<file path="src/rtl/morse_pkg.sv">
// morse_pkg: shared definitions for the Morse sender.
// Holds the FSM state encoding, the element and gap lengths in Morse units,
// the code field widths and a helper that builds a ROM entry.
package morse_pkg;
    localparam int LEN_W       = 3;
    localparam int PAT_W       = 5;
    localparam int DOT_UNITS   = 1;
    localparam int DASH_UNITS  = 3;
    localparam int SPACE_UNITS = 1;
    localparam int CGAP_UNITS  = 3;
    localparam int WGAP_UNITS  = 4;

    typedef enum logic [2:0] {IDLE, LOAD, MARK, SPACE, CGAP, WGAP} stateT;

    typedef struct packed {
        logic             valid;
        logic [LEN_W-1:0] len;
        logic [PAT_W-1:0] pattern;
    } codeT;

    // codeBits lists the elements first-to-last in its low codeLen bits (1 = dash).
    // The pattern is stored left-aligned so the current element is always the MSB.
    function automatic codeT mkCode(input logic [LEN_W-1:0] codeLen, input logic [PAT_W-1:0] codeBits);
        return '{valid: 1'b1, len: codeLen, pattern: codeBits << (LEN_W'(PAT_W) - codeLen)};
    endfunction
endpackage

</file>
<file path="src/rtl/morse_if.sv">
// morse_if: character handshake and key outputs of the Morse sender.
// iCHAR/iVALID come from the character source; oREADY, oKEY, oSOUND and
// oBUSY are driven by the sequencer.
interface morse_if;
    logic [7:0] iCHAR;
    logic       iVALID;
    logic       oREADY;
    logic       oKEY;
    logic       oSOUND;
    logic       oBUSY;

    modport master (output iCHAR, iVALID, input oREADY, oKEY, oSOUND, oBUSY);
    modport slave  (input iCHAR, iVALID, output oREADY, oKEY, oSOUND, oBUSY);
endinterface

</file>
<file path="src/rtl/morse_rom.sv">
// morse_rom: combinational ASCII to Morse code lookup.
// Ports: iCHAR  ASCII character (lower case folded to upper case)
//        oCODE  {valid, len, pattern}; space is valid with len 0, anything
//               unsupported is all zeros.
module morse_rom
    import morse_pkg::*;
(
    input  logic [7:0] iCHAR,
    output codeT       oCODE
);
    logic [7:0] upper;

    always_comb begin
        upper = (iCHAR >= "a" && iCHAR <= "z") ? iCHAR - 8'd32 : iCHAR;
        case (upper)
            "A": oCODE = mkCode(3'd2, 5'b01);
            "B": oCODE = mkCode(3'd4, 5'b1000);
            "C": oCODE = mkCode(3'd4, 5'b1010);
            "D": oCODE = mkCode(3'd3, 5'b100);
            "E": oCODE = mkCode(3'd1, 5'b0);
            "F": oCODE = mkCode(3'd4, 5'b0010);
            "G": oCODE = mkCode(3'd3, 5'b110);
            "H": oCODE = mkCode(3'd4, 5'b0000);
            "I": oCODE = mkCode(3'd2, 5'b00);
            "J": oCODE = mkCode(3'd4, 5'b0111);
            "K": oCODE = mkCode(3'd3, 5'b101);
            "L": oCODE = mkCode(3'd4, 5'b0100);
            "M": oCODE = mkCode(3'd2, 5'b11);
            "N": oCODE = mkCode(3'd2, 5'b10);
            "O": oCODE = mkCode(3'd3, 5'b111);
            "P": oCODE = mkCode(3'd4, 5'b0110);
            "Q": oCODE = mkCode(3'd4, 5'b1101);
            "R": oCODE = mkCode(3'd3, 5'b010);
            "S": oCODE = mkCode(3'd3, 5'b000);
            "T": oCODE = mkCode(3'd1, 5'b1);
            "U": oCODE = mkCode(3'd3, 5'b001);
            "V": oCODE = mkCode(3'd4, 5'b0001);
            "W": oCODE = mkCode(3'd3, 5'b011);
            "X": oCODE = mkCode(3'd4, 5'b1001);
            "Y": oCODE = mkCode(3'd4, 5'b1011);
            "Z": oCODE = mkCode(3'd4, 5'b1100);
            "0": oCODE = mkCode(3'd5, 5'b11111);
            "1": oCODE = mkCode(3'd5, 5'b01111);
            "2": oCODE = mkCode(3'd5, 5'b00111);
            "3": oCODE = mkCode(3'd5, 5'b00011);
            "4": oCODE = mkCode(3'd5, 5'b00001);
            "5": oCODE = mkCode(3'd5, 5'b00000);
            "6": oCODE = mkCode(3'd5, 5'b10000);
            "7": oCODE = mkCode(3'd5, 5'b11000);
            "8": oCODE = mkCode(3'd5, 5'b11100);
            "9": oCODE = mkCode(3'd5, 5'b11110);
            " ": oCODE = '{valid: 1'b1, len: '0, pattern: '0};
            default: oCODE = '0;
        endcase
    end
endmodule

</file>
<file path="src/rtl/morse_sequencer.sv">
// morse_sequencer: sends one ASCII character at a time as Morse code.
// Ports: iCLK  system clock (rising edge)
//        iRST  asynchronous active-high reset
//        bus   morse_if.slave: iCHAR/iVALID in, oREADY/oKEY/oSOUND/oBUSY out
// Parameters: UNIT_CYCLES clock cycles per Morse unit, TONE_BIT tone counter bit.
module morse_sequencer
    import morse_pkg::*;
#(
    parameter int UNIT_CYCLES = 12500000,
    parameter int TONE_BIT    = 17
) (
    input  logic   iCLK,
    input  logic   iRST,
    morse_if.slave bus
);
    localparam int TW = $clog2(WGAP_UNITS * UNIT_CYCLES);

    stateT            state, nextState;
    logic [TW-1:0]    timer;
    logic [7:0]       charReg;
    logic             codeValid;
    logic [LEN_W-1:0] elemLeft;
    logic [PAT_W-1:0] shiftReg;
    logic [TONE_BIT:0] toneCnt;
    codeT             romCode;
    int               durUnits;
    logic             lastCycle;

    morse_rom uRom (.iCHAR(charReg), .oCODE(romCode));

    assign bus.oBUSY  = state != IDLE;
    assign bus.oSOUND = bus.oKEY & toneCnt[TONE_BIT];

    // LOAD spends two cycles: the first registers the ROM output, the second
    // decides on the registered code.
    always_comb begin
        durUnits  = (state == MARK)  ? (shiftReg[PAT_W-1] ? DASH_UNITS : DOT_UNITS)
                  : (state == SPACE) ? SPACE_UNITS
                  : (state == CGAP)  ? CGAP_UNITS : WGAP_UNITS;
        lastCycle = timer == TW'(durUnits * UNIT_CYCLES - 1);
        nextState = state;
        case (state)
            IDLE:       if (bus.iVALID && bus.oREADY) nextState = LOAD;
            LOAD:       if (timer != '0) nextState = !codeValid ? IDLE : (elemLeft == '0) ? WGAP : MARK;
            MARK:       if (lastCycle) nextState = (elemLeft == LEN_W'(1)) ? CGAP : SPACE;
            SPACE:      if (lastCycle) nextState = MARK;
            CGAP, WGAP: if (lastCycle) nextState = IDLE;
            default:    nextState = IDLE;
        endcase
    end

    // oREADY and oKEY are registered from the next state so they line up
    // exactly with the state they describe.
    always_ff @(posedge iCLK or posedge iRST) begin
        if (iRST) begin
            state      <= IDLE;
            timer      <= '0;
            charReg    <= '0;
            codeValid  <= 1'b0;
            elemLeft   <= '0;
            shiftReg   <= '0;
            toneCnt    <= '0;
            bus.oREADY <= 1'b0;
            bus.oKEY   <= 1'b0;
        end else begin
            state      <= nextState;
            timer      <= (nextState != state || state == IDLE) ? '0 : timer + 1'b1;
            toneCnt    <= toneCnt + 1'b1;
            bus.oREADY <= nextState == IDLE;
            bus.oKEY   <= nextState == MARK;
            if (state == IDLE && nextState == LOAD) charReg <= bus.iCHAR;
            if (state == LOAD && timer == '0) {codeValid, elemLeft, shiftReg} <= romCode;
            if (state == MARK && nextState != MARK) begin
                shiftReg <= shiftReg << 1;
                if (elemLeft != '0) elemLeft <= elemLeft - 1'b1;
            end
        end
    end
endmodule

</file>
<file path="src/flat_wrapper.sv">
// flat-port wrapper written by rule: the top's interface ports become plain ports
module morse_sequencer_flat import morse_pkg::*;
#(
    parameter int UNIT_CYCLES = 12500000,
    parameter int TONE_BIT    = 17
)
  (iCLK, iRST, bus_iCHAR, bus_iVALID, bus_oREADY, bus_oKEY, bus_oSOUND, bus_oBUSY);
  morse_if bus_i ();
  input  logic iCLK;
  input  logic iRST;
  input wire logic [$bits(bus_i.iCHAR)-1:0] bus_iCHAR;
  input wire logic [$bits(bus_i.iVALID)-1:0] bus_iVALID;
  output wire logic [$bits(bus_i.oREADY)-1:0] bus_oREADY;
  output wire logic [$bits(bus_i.oKEY)-1:0] bus_oKEY;
  output wire logic [$bits(bus_i.oSOUND)-1:0] bus_oSOUND;
  output wire logic [$bits(bus_i.oBUSY)-1:0] bus_oBUSY;
  assign bus_i.iCHAR = bus_iCHAR;
  assign bus_i.iVALID = bus_iVALID;
  assign bus_oREADY = bus_i.oREADY;
  assign bus_oKEY = bus_i.oKEY;
  assign bus_oSOUND = bus_i.oSOUND;
  assign bus_oBUSY = bus_i.oBUSY;
  morse_sequencer #(.UNIT_CYCLES(UNIT_CYCLES), .TONE_BIT(TONE_BIT)) u_core (.iCLK(iCLK), .iRST(iRST), .bus(bus_i));
endmodule
</file>
<file path="config.mk">
export PLATFORM = sky130hd
export DESIGN_NAME = morse_sequencer_flat
export DESIGN_NICKNAME = d
export VERILOG_FILES = /design/src/rtl/morse_pkg.sv /design/src/rtl/morse_if.sv /design/src/rtl/morse_rom.sv /design/src/rtl/morse_sequencer.sv /design/src/flat_wrapper.sv
export SDC_FILE = /design/constraint.sdc
export NUM_CORES = 1
export LEC_CHECK = 0
export CORE_MARGIN = 1.5
export CORE_UTILIZATION = 25
export CTS_CLUSTER_DIAMETER = 50
export CTS_CLUSTER_SIZE = 25
export DETAILED_ROUTE_END_ITERATION = 7
export DONT_BUFFER_PORTS = 1
export GPL_TIMING_DRIVEN = 0
export MAX_ROUTING_LAYER = met4
export PLACE_DENSITY_LB_ADDON = 0.25
export SLEW_MARGIN = 30
export SYNTH_ARGS = -nofsm -noshare
export SYNTH_HDL_FRONTEND = slang
export SYNTH_SLANG_ARGS = --single-unit
</file>
<file path="constraint.sdc">
create_clock -name iCLK -period 6 [get_ports iCLK]
set_clock_uncertainty 0.2 [all_clocks]
set_input_delay 1.2 -clock iCLK [delete_from_list [all_inputs] [get_ports iCLK]]
set_output_delay 1.2 -clock iCLK [all_outputs]
set_load 0.05 [all_outputs]
</file>
==> results of run 1 <==
## through the flow
step	power [µW]	setup slack (ns)	std cells	utilization, %	instance area (µm²)
5_1_grt	3930	0.0953	898	29.1	5920
3_5_place_dp	3030	0.134	879	27.5	5610
2_1_floorplan	2550	0.892	608	-	5240
3_3_place_gp	3040	0.118	878	27.4	5580
4_1_cts	3540	0.0762	895	28.9	5880
6_report	3530	0.485	898	29.1	5920
## power breakdown
group,internal (µW),switching (µW)
clock,280,201
sequential,514,78.5
combinational,1040,1420
## how the worst min path moves through the flow
stage	from	endpoint	slack, ns	cells after the start
global route	u_core.toneCnt[11]$_DFF_PP0_	u_core.toneCnt[11]$_DFF_PP0_	0.27	1
detailed placement	u_core.toneCnt[13]$_DFF_PP0_	u_core.toneCnt[13]$_DFF_PP0_	0.25	1
global placement	u_core.toneCnt[13]$_DFF_PP0_	u_core.toneCnt[13]$_DFF_PP0_	0.25	1
finish	u_core.toneCnt[13]$_DFF_PP0_	u_core.toneCnt[13]$_DFF_PP0_	0.26	1
CTS	u_core.toneCnt[13]$_DFF_PP0_	u_core.toneCnt[13]$_DFF_PP0_	0.26	1
floorplan	u_core.toneCnt[17]$_DFF_PP0_	u_core.toneCnt[17]$_DFF_PP0_	0.23	1
## cell type report
class / instances / area share (%)
timing repair buffer: 4 / 0.846
clock inverter: 6 / 0.719
multi-input combinational: 474 / 56.1
buffer: 22 / 1.90
inverter: 46 / 2.96
clock buffer: 10 / 3.87
tap: 270 / 5.71
sequential: 66 / 27.9
## what timing repair did
action | in CTS | in global routing
endpoints found under the setup margin | 0 | 38
buffers inserted | 0 | 3
gates resized for setup | 0 | 3
## Yosys cell counts (3+ instances only)
| master | count |
|---|---|
| o21ai_0 | 28 |
| xnor2_1 | 33 |
| clkbuf_1 | 14 |
| inv_1 | 46 |
| dfrtp_1 | 66 |
| and3_1 | 11 |
| buf_6 | 3 |
| o211a_1 | 3 |
| and2_1 | 3 |
| mux2_2 | 5 |
| nor3b_1 | 3 |
| a31oi_1 | 3 |
| nor2_1 | 70 |
| fa_1 | 3 |
| nand3_1 | 28 |
| o22ai_1 | 4 |
| xor2_1 | 31 |
| nor4_1 | 9 |
| nor2b_1 | 7 |
| ha_1 | 54 |
| o2111ai_1 | 3 |
| or4_1 | 4 |
| a21oi_1 | 22 |
| nand4_1 | 10 |
| nor3_1 | 12 |
| buf_2 | 3 |
| nand2b_1 | 8 |
| nand2_1 | 60 |
| or3_1 | 3 |
| mux2i_1 | 7 |
## flip-flops by register name (all words and copies together) (netlist names)
register	count
u_core.bus.oREADY	1
u_core.codeValid	1
u_core.shiftReg	5
u_core.elemLeft	3
u_core.state	3
u_core.charReg	8
u_core.timer	26
u_core.toneCnt	18
u_core.bus.oKEY	1
## routing by layer
metal | wire (µm) | part of all wire (%)
met5 | 0 | 0
met4 | 178 | 1.5
met3 | 406 | 3.5
met2 | 5190 | 44
met1 | 5910 | 51
## kinds of logic (layout without fill, tap and decap cells)
family | count (synthesis) | after routing
and+or+nand+nor | 242 | 242
AOI/OAI and AO/OA | 89 | 89
buffers and inverters | 68 | 88
DFF | 66 | 66
xor gates and xnor gates | 65 | 65
adders and majority gates | 57 | 57
muxes | 13 | 13
other | 2 | 8
==> key figures, run 1 <==
Clock network
  • Hold-fix buffers, CTS: 0
  • CTS max path bufs: 2
  • CTS Sinks: 66
  • Num CTS Buffers: 9
  • Clk_lat worst skew: 0.33 ns
  • CTS tree: yes
  • Root Driver: clkbuf_16
  • CTS clk-pin slew, worst paths: 0.06 ns
  • CTS H-tree depth: 3

Placement
  • GPL Wtd Cong: 0.876
  • Port-buffer cells: 0
  • Post-DP HPWL: 8.94 mm

Worst setup path
  • Req. time, crit path: 5.97 ns
  • Worst Path Buf+Inv: 2
  • Critical Path Start: u_core.state[1]$_DFF_PP0_
  • Critical path cell sequence: nand2b_1 -> o21ai_4 -> inv_1 -> ha_1 -> or2_2 -> ha_1 -> ha_1 -> ha_1 -> ha_1 -> inv_1 -> fa_1 -> nor4b_1 -> o2111ai_1 -> xor2_1 -> nand3_1 -> nor4b_1 -> o2111ai_1 -> or4_1 -> nand3_1 -> a21oi_1
  • Delay-heaviest family, CP: simple AND/OR/NAND/NOR gates
  • Worst setup EP type: flip-flop
  • Startpoint class of the critical path: flip-flop
  • Internal reg-to-reg setup slack: 0.48 ns
  • Worst path max stage delay: 0.55 ns
  • Critical path data arrival time: 5.49 ns
  • Crit path max fanout: 6
  • Worst Path Class, Setup: reg -> reg
  • Worst Setup EP: u_core.bus.oKEY$_DFF_PP0_
  • Worst Reg-to-Reg Cells: 20
  • RR Startpoint: u_core.state[1]$_DFF_PP0_
  • R2r endpoint: u_core.bus.oKEY$_DFF_PP0_
  • Crit path depth: 20
  • Most frequent cell on the critical path: ha_1
  • Worst path slowest cell: fa_1

Routing
  • DRC: 0
  • Detailed-router iteration count before antenna repair: 4
  • Total Wirelength: 11.7 mm
  • ANT nets after route: 0
  • Avg WL per Cell: 13.0 µm
  • Total number of vias: 4061
  • Starting DRT DRC Count: 143
  • Vias/cell: 4.52

Synth
  • Simple-gate share of the synthesized area: 23.1%
  • Area share of fa/ha/maj cells after synthesis: 14.1%
  • Post-synth top area share: 31.7%
  • Most common flop cell mapped by yosys: dfrtp_1
  • Post-synthesis mux area share: 2.86%
  • Syn Area/Cell: 8.66 µm²
  • Synth area leader: dfrtp_1
  • Largest family of logic cells by synthesized area: simple AND/OR/NAND/NOR gates
  • Most area-consuming cells after synthesis: dfrtp_1 32%, ha_1 13%, xnor2_1 5.5%
  • Synth Cell Area: 5220 µm²
  • Post-synthesis compound-gate area fraction: 11.4%
  • Post-synth EDFFs: 0
  • Synthesized instance count: 602
  • Yosys reg bits: 66
  • Post-synth ARST share: 100%
  • Post-Synth XOR/XNOR Area: 11.3%
  • Yosys cell types: 66
  • Seq/Total Area, Yosys: 31.7%
  • Synth warn: 0

Global route
  • First-pass GRT wire length: 20.3 mm
  • Layer with the highest usage: met2
  • Met2 usage: 18.0%
  • Met1 usage: 15.8%
  • Vias in the first global route: 4064
  • GRT Total Usage: 11.8%
  • Largest net degree at the start of global routing: 48
  • GR Util met3: 1.85%
  • Initial antenna violation count: 0
  • GRT overflow: 0

Floorplan
  • Core Rows: 52
  • Die height: 147 µm
  • Die X: 147 µm
  • Number of I/O pins: 15
  • Die area: 21700 µm²
  • Initial Utilization: 25.6%
  • CORE AREA: 20400 µm²

Finish
  • Area growth syn-to-layout: 13.5%
  • Commonest non-fill, non-tap cell in the layout: nor2_1
  • Nets: 691
  • Share of layout cells above drive strength 1: 7.32%
  • Ant. Diodes: 0
  • Most frequent cells in the layout: 69 x nor2_1, 66 x dfrtp_1, 60 x nand2_1, 54 x ha_1, 45 x inv_1
  • Filler cells: 2215
  • Seq. cell area: 1650 µm²
  • Multi-input gate area: 3320 µm²

Job
  • Max-cap check violation count: 0

STA
  • Fmax: 0.181 GHz
  • Worst-margin pin slew: 0.679 ns
  • Max Slew Vio Count: 0
  • Crit path time final: 5.52 ns
  • Endpoints failing hold: 0
  • TNS Setup: 0 ns
  • RSZ-0062 raised after global routing: no
  • # setup viols final: 0
  • Smallest hold slack: 0.257 ns
  • Normalized max-slew margin: 54.8%
  • Period utilization: 91.9%

Min path
  • Worst hold path class: reg -> reg

Status
  • Status: complete, no violations

Pwr
  • PD cells: 597 nW/µm²
  • P_leak: 0.00257 µW
  • Peak supply drop: 0.304 mV
Power figures use the tool's default switching activity.
==> run 2, diff against run 1 <==
--- a/config.mk
+++ b/config.mk
@@ -7,14 +7,15 @@
 export LEC_CHECK = 0
 export CORE_MARGIN = 1.5
 export CORE_UTILIZATION = 25
-export CTS_CLUSTER_DIAMETER = 50
+export CTS_CLUSTER_DIAMETER = 30
 export CTS_CLUSTER_SIZE = 25
 export DETAILED_ROUTE_END_ITERATION = 7
 export DONT_BUFFER_PORTS = 1
 export GPL_TIMING_DRIVEN = 0
 export MAX_ROUTING_LAYER = met4
 export PLACE_DENSITY_LB_ADDON = 0.25
-export SLEW_MARGIN = 30
+export SLEW_MARGIN = 5
 export SYNTH_ARGS = -nofsm -noshare
 export SYNTH_HDL_FRONTEND = slang
 export SYNTH_SLANG_ARGS = --single-unit
+export TNS_END_PERCENT = 10
==> run 2 against run 1 <==
  * Power up 0.36%
  * Routed wire length is 0.36% higher
  * Largest power group unchanged
  * Utilization did not move
==> key figures, run 2 (synthesized netlist as in run 1, its figures left out) <==
Pwr
  • Internal Power: 1840 µW
  • Net Switching: 1710 µW
  • P_leak: 0.00257 µW
  • Net Sw Frac: 48.2%
  • Flop pwr share: 16.8%
  • PD cells: 599 nW/µm²
  • Combinational share of power: 69.7%
  • Clock network power share: 13.6%
  • Peak supply drop: 0.337 mV

STA
  • Worst-margin pin slew: 0.687 ns
  • Fmax: 0.181 GHz
  • # setup viols final: 0
  • Normalized max-slew margin: 54.2%
  • Endpoints failing hold: 0
  • Smallest hold slack: 0.256 ns
  • Max Slew Vio Count: 0
  • RSZ-0062 raised after global routing: no
  • Period utilization: 92.3%
  • TNS Setup: 0 ns
  • Crit path time final: 5.54 ns

Clock network
  • Root Driver: clkbuf_16
  • CTS Sinks: 66
  • Clk_lat worst skew: 0.33 ns
  • Hold-fix buffers, CTS: 0
  • CTS clk-pin slew, worst paths: 0.06 ns
  • CTS H-tree depth: 3
  • Num CTS Buffers: 9
  • CTS max path bufs: 2
  • CTS tree: yes

Global route
  • Initial antenna violation count: 0
  • Vias in the first global route: 4023
  • Largest net degree at the start of global routing: 55
  • First-pass GRT wire length: 20.4 mm
  • GRT Total Usage: 11.9%
  • GRT overflow: 0

Finish
  • Share of layout cells above drive strength 1: 7.34%
  • Max reg flops: 26
  • Seq. cell area: 1650 µm²
  • Finished Core Util: 29.1%
  • Biggest register: u_core.timer
  • Most frequent cells in the layout: 69 x nor2_1, 66 x dfrtp_1, 60 x nand2_1, 54 x ha_1, 45 x inv_1
  • Ant. Diodes: 0
  • Filler cells: 2242
  • Nets: 690
  • Multi-input gate area: 3330 µm²
  • Area growth syn-to-layout: 13.5%
  • Biggest regs: u_core.timer: 26 flops, u_core.toneCnt: 18 flops, u_core.charReg: 8 flops
  • Commonest non-fill, non-tap cell in the layout: nor2_1
  • Final instance area: 5920 µm²

Worst setup path
  • Worst Path Class, Setup: reg -> reg
  • Delay-heaviest family, CP: simple AND/OR/NAND/NOR gates
  • Critical path cell sequence: nand2b_1 -> o21ai_4 -> inv_1 -> ha_1 -> or2_2 -> ha_1 -> ha_1 -> ha_1 -> ha_1 -> inv_1 -> fa_1 -> nor4b_1 -> o2111ai_1 -> xor2_1 -> nand3_1 -> nor4b_1 -> o2111ai_1 -> or4_1 -> nand3_1 -> a21oi_1
  • Most frequent cell on the critical path: ha_1
  • Req. time, crit path: 5.96 ns
  • Worst Path Buf+Inv: 2
  • Worst path slowest cell: fa_1
  • Startpoint class of the critical path: flip-flop
  • Critical path data arrival time: 5.50 ns
  • Crit path max fanout: 6
  • Worst path max stage delay: 0.54 ns
  • Worst setup EP type: flip-flop

Placement
  • GPL Wtd Cong: 0.876
  • Area after DPL: 5610 µm²
  • Post-DP HPWL: 8.90 mm
  • Port-buffer cells: 0

Routing
  • Total number of vias: 4085
  • Total Wirelength: 11.7 mm
  • Vias/cell: 4.55
  • Starting DRT DRC Count: 171
  • Avg WL per Cell: 13.1 µm
  • Detailed-router iteration count before antenna repair: 4
  • DRC: 0
  • ANT nets after route: 0

Floorplan
  • Die X: 147 µm
  • CORE AREA: 20400 µm²
  • Initial Utilization: 25.6%
  • Die area: 21700 µm²
  • Die height: 147 µm
  • Number of I/O pins: 15
  • Core Rows: 52

Min path
  • Worst hold path class: reg -> reg

Job
  • Max-cap check violation count: 0

Status
  • Status: complete, no violations
[run 2: timing repair]
action,4_1_cts,5_1_grt
endpoints found under the setup margin,0,37
setup buffers,0,2
gates resized for setup,0,4
[run 2: metrics by stage]
step | setup slack [ns] | power [µW] | instances
final | 0.463 | 3540 | 897
after global routing | 0.104 | 3920 | 897
after detailed placement | 0.136 | 3030 | 879
after global placement | 0.118 | 3040 | 878
after floorplan | 0.892 | 2550 | 608
after CTS | 0.0768 | 3540 | 895
[run 2: final cells by class]
| type | count | area share [%] |
|---|---|---|
| clock inverters | 6 | 0.719 |
| inverters | 46 | 2.96 |
| well taps | 270 | 5.71 |
| plain buffers | 22 | 1.90 |
| flip-flops and latches | 66 | 27.9 |
| repair buffers | 3 | 0.719 |
| clock buffers | 10 | 3.87 |
| multi-input cells | 474 | 56.2 |
[run 2: path summary, 6_finish.rpt]
path	from	end	slack, ns	cells after the start
hold / removal	u_core.toneCnt[13]$_DFF_PP0_	u_core.toneCnt[13]$_DFF_PP0_	0.26	1
min in group asynchronous	iRST	u_core.toneCnt[10]$_DFF_PP0_	0.45	1
setup reg to reg	u_core.state[1]$_DFF_PP0_	u_core.bus.oKEY$_DFF_PP0_	0.46	20
setup / recovery	u_core.state[1]$_DFF_PP0_	u_core.bus.oKEY$_DFF_PP0_	0.46	20
max in group asynchronous	iRST	u_core.codeValid$_DFFE_PP0P_	4.64	2
hold reg to reg	u_core.toneCnt[13]$_DFF_PP0_	u_core.toneCnt[13]$_DFF_PP0_	0.26	1
[run 2: worst reg2reg max path, stage by stage (launching register included)]
cell and delay (ns):
dfrtp_1 0.41, nand2b_1 0.31, o21ai_4 0.24, inv_1 0.11, ha_1 0.20, or2_2 0.32
ha_1 0.19, ha_1 0.18, ha_1 0.27, ha_1 0.16, inv_1 0.05, fa_1 0.54
nor4b_1 0.29, o2111ai_1 0.19, xor2_1 0.23, nand3_1 0.09, nor4b_1 0.32, o2111ai_1 0.26
or4_1 0.53, nand3_1 0.14, a21oi_1 0.13
[run 2: power groups by stage]
stage	clock [µW]	combinational, µW	sequential [µW]
after floorplan	0	1970	584
after global placement	0	2440	600
after detailed placement	0	2430	601
after CTS	493	2450	594
after global routing	515	2800	605
final	481	2470	594
[run 2: layer usage]
metal  wire, µm  vias up  GRT usage (%)
met5          0        -              -
met4        186        0           4.30
met3        292       14           1.33
met2       5120       56           17.9
met1       6130     1905           16.6
li1           -     2110              -
